### src/rtl/if_id_pipe_reg.sv
// IF->ID pipeline register with a valid/ready handshake, flush, an optional
// one-entry skid buffer and a saturating stall counter.
module if_id_pipe_reg #(
  parameter int unsigned       PC_W     = 32,
  parameter int unsigned       INST_W   = 32,
  parameter logic [PC_W-1:0]   RESET_PC = '0,
  parameter logic [INST_W-1:0] NOP_INST = '0,
  parameter bit                SKID_EN  = 1'b1,
  parameter int unsigned       CNT_W    = 16
) (
  input  logic              clk,
  input  logic              rst,
  input  logic              flush,
  input  logic              in_valid,
  output logic              in_ready,
  input  logic [PC_W-1:0]   in_pc,
  input  logic [INST_W-1:0] in_inst,
  output logic              out_valid,
  input  logic              out_ready,
  output logic [PC_W-1:0]   out_pc,
  output logic [INST_W-1:0] out_inst,
  output logic [CNT_W-1:0]  stall_cnt
);

  localparam logic [1:0] ST_EMPTY = 2'd0;
  localparam logic [1:0] ST_FULL  = 2'd1;
  localparam logic [1:0] ST_SKID  = 2'd2;

  logic [1:0]        state_q, state_d;
  logic              valid_d;
  logic [PC_W-1:0]   pc_d, skid_pc_q, skid_pc_d;
  logic [INST_W-1:0] inst_d, skid_inst_q, skid_inst_d;
  logic [CNT_W-1:0]  stall_d;
  logic              tin, tout;

  // With the skid buffer, in_ready depends only on the state register.
  if (SKID_EN) begin : g_skid
    assign in_ready = rst & (state_q != ST_SKID);
  end else begin : g_noskid
    assign in_ready = rst & (~out_valid | out_ready);
  end

  assign tin  = in_valid & in_ready;
  assign tout = out_valid & out_ready;

  // Next-state and next-payload logic.
  always_comb begin
    state_d     = state_q;
    valid_d     = out_valid;
    pc_d        = out_pc;
    inst_d      = out_inst;
    skid_pc_d   = skid_pc_q;
    skid_inst_d = skid_inst_q;

    if (flush) begin
      state_d = ST_EMPTY;
      valid_d = 1'b0;
      inst_d  = NOP_INST;
    end else begin
      case (state_q)
        ST_EMPTY: begin
          if (tin) begin
            state_d = ST_FULL;
            valid_d = 1'b1;
            pc_d    = in_pc;
            inst_d  = in_inst;
          end
        end
        ST_FULL: begin
          if (tin && !tout) begin
            if (SKID_EN) begin
              state_d     = ST_SKID;
              skid_pc_d   = in_pc;
              skid_inst_d = in_inst;
            end
          end else if (tin && tout) begin
            pc_d   = in_pc;
            inst_d = in_inst;
          end else if (tout) begin
            state_d = ST_EMPTY;
            valid_d = 1'b0;
            inst_d  = NOP_INST;
          end
        end
        ST_SKID: begin
          if (tout) begin
            state_d = ST_FULL;
            pc_d    = skid_pc_q;
            inst_d  = skid_inst_q;
          end
        end
        default: begin
          state_d = ST_EMPTY;
          valid_d = 1'b0;
          inst_d  = NOP_INST;
        end
      endcase
    end
  end

  // Saturating stall counter, independent of flush.
  always_comb begin
    stall_d = stall_cnt;
    if (out_valid && !out_ready && (stall_cnt != {CNT_W{1'b1}})) begin
      stall_d = stall_cnt + CNT_W'(1);
    end
  end

  always_ff @(posedge clk) begin
    if (!rst) begin
      state_q     <= ST_EMPTY;
      out_valid   <= 1'b0;
      out_pc      <= RESET_PC;
      out_inst    <= NOP_INST;
      skid_pc_q   <= '0;
      skid_inst_q <= '0;
      stall_cnt   <= '0;
    end else begin
      state_q     <= state_d;
      out_valid   <= valid_d;
      out_pc      <= pc_d;
      out_inst    <= inst_d;
      skid_pc_q   <= skid_pc_d;
      skid_inst_q <= skid_inst_d;
      stall_cnt   <= stall_d;
    end
  end

endmodule

### config.mk
export PLATFORM = sky130hd
export DESIGN_NAME = if_id_pipe_reg
export DESIGN_NICKNAME = d
export VERILOG_FILES = /design/src/rtl/if_id_pipe_reg.sv
export SDC_FILE = /design/constraint.sdc
export NUM_CORES = 1
export LEC_CHECK = 0
export CAP_MARGIN = 20
export CORE_ASPECT_RATIO = 0.9
export CORE_MARGIN = 8
export CORE_UTILIZATION = 45
export CTS_CLUSTER_SIZE = 24
export DETAILED_ROUTE_END_ITERATION = 7
export PLACE_DENSITY_LB_ADDON = 0.25
export SYNTH_ARGS = -nofsm -noshare
export SYNTH_HDL_FRONTEND = slang
export SYNTH_SLANG_ARGS = --single-unit
### constraint.sdc
create_clock -name clk -period 2.3 [get_ports clk]
set_clock_uncertainty 0.2 [all_clocks]
set_input_delay 0.345 -clock clk [delete_from_list [all_inputs] [get_ports clk]]
set_output_delay 0.345 -clock clk [all_outputs]
set_load 0.01 [all_outputs]
# Yosys cells after proc, flatten, opt, wreduce, memory -nomap -nowiden
# Cells that the tools add are included.
# classes
add_sub_neg,1
reduce_logical,14
eq_ne,13
bitwise,6
mux,22
# ops
cell,n
$mux W32,9
$pmux W32 S3,2
$add A16 B1 Y16 const B,1
$ne A16 B16 Y1 const B,1
$ne A2 B2 Y1 const B,7
$mux W2,5
$ne A3 B3 Y1 const B,3
$reduce_and A4 Y1,2
$pmux W2 S3,1
$reduce_and A6 Y1,1
$reduce_and A5 Y1,1
$logic_and A1 B1 Y1,4
$mux W1,4
$and A1 B1 Y1,3
$not A1 Y1,3
$pmux W1 S3,1
$reduce_and A3 Y1,1
$reduce_bool A3 Y1,1
$eq A2 B1 Y1 const B,1
$eq A2 B2 Y1 const B,1
$logic_not A1 Y1,2
$logic_not A2 Y1,1
$reduce_or A2 Y1,1
# word_totals
out_inout_bits,82
wordCells,63
regBits,147

# Longest topological paths before layout
# depth
depth_word,7
ltp_mapped,8
ltp_nobuf,5

# Worst setup path before layout
# OpenSTA, ideal clock, no wires.
# synth_path
kind,register to register
from,reg stall_cnt[0]
to,reg stall_cnt[13]
arrival_time_ns,1.655
slack_ns,0.374
stages_incl_launch_ff,7
setup_time_ns,0.070
period_less_slack_ns,1.926
path_cell_list,dfxtp_1 > ha_1 > nand4_1 > o2111ai_1 > clkbuf_1 > or4_1 > a21oi_1
# synth_via
elab_chain_len,2
# synth_lines
element,line_no,rtl
from (decl),22,output logic [CNT_W-1:0] stall_cnt
from (signal assigned),125,stall_cnt <= stall_d;
"parallel branches: the longest is 2 deep, another holds $add A16 B1 Y16",--,
# Parallel ways; which one is timed is not known.
# A chain may end at the register's enable or synchronous reset.

# Worst setup path in the final report
# layout_path
from,reg state_q[0]
to,out in_ready
# layout_via
elab_chain_len,2
# layout_lines
element,line_no,rtl
from (decl),29,"logic [1:0] state_q, state_d;"
from (signal assigned),119,state_q <= state_d;
$ne A2 B2 Y1,38,assign in_ready = rst & (state_q != ST_SKID);
$and A1 B1 Y1,38,
to (decl),15,"output logic in_ready,"
# No other way between the ends.

==> impl_metrics.tcl <==
set metrics [dict create \
    status "complete, no violations" \
    finalMaxSlewViolations 0 \
    p_leak_nw 2.97 \
    cp.arrival_ns 1.64 \
    relSlewSlack_pct 61.4 \
    synth_area_leaders "dfxtp_1, nand2_1, a21oi_1" \
    synth.cell_area_um2 6050 \
    detail_route.wl_per_cell_um 17.6 \
    clock-sinks 147 \
    area_growth_pct 38.7 \
    clock-root-buffer "clkbuf_16" \
    crit_start "state_q[0]" \
    max_cap_viol_count 0 \
    min_path_type "input pin to flop" \
    cts_made_buffers 17 \
    synth_top_flop_cell "dfxtp_1" \
    die_h_um 126 \
    worst_ir_drop_vdd_uv 438 \
    end_kind "output port" \
    clockBufferDepth 2 \
    num_rows 40 \
    yosysWarnings 0 \
    worstHoldStart "rst" \
    dp_hpwl_um 11700 \
    timing.rr.start "stall_cnt[0]" \
    chipWidth_um 138 \
    drt_iter0_drc 451 \
    critPathLaunchType "flop" \
    clkLatencyLatePin_ns 0.41 \
    antenna_found_initial 0 \
    clk_pin_slew_ns 0.06 \
    grt_pass1_vias 5510 \
    totalWireLength_um 17300 \
    num_io_pins 151 \
    gr-total-overflow 0 \
    fin_ws_ns 0.120 \
    gp_congestion 0.814 \
    ys_types 46 \
    dp_slack_ns -0.0235 \
    rsz0062_at_grt "false" \
    ys_seq_elements 147 \
    synth_cells 666 \
    cts.htree.levels 4 \
    yosysMostFrequentCell "dfxtp_1" \
    yosysTopAreaCell "dfxtp_1" \
    drive_gt1_share_pct 8.72 \
    fmax_mhz 459 \
    cts_hold_buf 0 \
    io_buffers 150 \
    ant_nets 0 \
    dieArea_um2 17400 \
    worstSetupPathType "flop to output port" \
    grt_pass1_wl_um 28000 \
    drc 0 \
    via_count 5558 \
    required_ns 1.75 \
    power_density_nw_per_um2 711 \
    antenna-diode-count 0 \
    fin_area_um2 8390 \
    fillCellCount 1063 \
    final_hold_viol_count 0 \
    synth_edf_count 0 \
    synth_nets 736 \
    viasPerCell 5.66 \
    finalCritPeriodShare_pct 94.8 \
    avgSynthCellArea_um2 9.09 \
    initial_core_util_pct 45.6 \
    grt_start_max_net_pins 73 \
    crit_fanout 9 \
    synth_common_cells "dfxtp_1, nand2_1, a21oi_1, clkbuf_1, o31ai_1" \
    nets 871 \
    worst_pin_slew_ns 0.579 \
    synth.top_cell.area_share_pct 48.6 \
    finalCriticalPeriod_ns 2.18 \
    coreArea_um2 13300 \
    grt_use_total_pct 19.2 \
    yosysSeqAreaShare_pct 48.6 \
    setup_viol 0 \
    placed_cell_area_um2 7760 \
    async_flop_share_pct 0 \
    drtPass1Iterations 6 \
    cts_tree "yes" \
]
[registers in the layout, summed over array words and instances (netlist names)]
name	flops
out_inst	32
out_pc	32
skid_inst_q	32
skid_pc_q	32
stall_cnt	16
state_q	2
out_valid	1
[cell usage in the layout, fill, tap and decap left out, types with 4 or more instances in the layout]
cell and count:
clkbuf_16 17, buf_12 6, a21oi_1 75, a22oi_1 32, nor2_1 5, o31ai_1 37
o211ai_1 32, mux2i_1 36, buf_4 22, nand2_1 143, clkinv_2 4, clkbuf_8 6
dfxtp_1 146, clkdlybuf4s50_1 149, o2bb2ai_1 32, or4_1 5, nand4_1 6
[report_power, final]
group          internal (mW)  switching (mW)  total (mW)
combinational          0.239           0.233       0.472
clock                   1.88            1.01        2.89
sequential              2.59          0.0241        2.61
total                   4.70            1.27        5.97
[worst paths after layout]
check                   to  slack [ns]  cells past startpoint
min           stall_cnt[0]        0.13                      3
min reg2reg  skid_pc_q[16]        0.25                      2
max               in_ready        0.12                      3
max reg2reg   stall_cnt[9]        0.28                      6
[layout make-up]
type / count / area [µm²] / share of cell area (%)
clock buffers: 24 / 512 / 6.10
clock inverters: 8 / 121 / 1.45
repair buffers: 178 / 1780 / 21.2
inverters: 4 / 16.3 / 0.194
flip-flops and latches: 147 / 2940 / 35.1
multi-input cells: 453 / 2810 / 33.5
well taps: 168 / 210 / 2.50
[cell families after synthesis]
| family | after synthesis | synth area share (%) |
|---|---|---|
| AOI/OAI and AO/OA | 229 | 26.1 |
| and+or+nand+nor | 187 | 14.0 |
| DFF | 147 | 48.6 |
| buffers and inverters | 66 | 5.19 |
| muxes | 36 | 5.96 |
| adders and majority gates | 1 | 0.207 |
[routing by layer]
layer | GRT usage, % | wire (µm)
met1 | 23.8 | 7770
met2 | 31.1 | 8230
met3 | 5.15 | 948
met4 | 7.85 | 318
met5 | 0 | 0
[per-stage QoR]
step / TNS, ns / hold slack [ns] / cells / power (mW) / utilization [%]
after global placement: 0 / 0.240 / 950 / 3.13 / 58.5
after CTS: 0 / 0.114 / 982 / 6.02 / 63.3
final: 0 / 0.130 / 982 / 5.97 / 63.3
after global routing: 0 / 0.121 / 982 / 6.18 / 63.3
after floorplan: 0 / 0.236 / 666 / 2.85 / -
after detailed placement: -0.0235 / 0.247 / 950 / 3.14 / 58.5
[repair_timing]
item / 4_1_cts / 5_1_grt
setup buffers: 0 / 0
endpoints found under the setup margin: 0 / 1
resized for setup: 0 / 1
[worst max-delay path, stage by stage (launching register included)]
cell	delay, ns
dfxtp_2	0.38
nand2b_2	0.14
and2_1	0.15
clkdlybuf4s50_1	0.55
(Power assumes the default switching activity.)
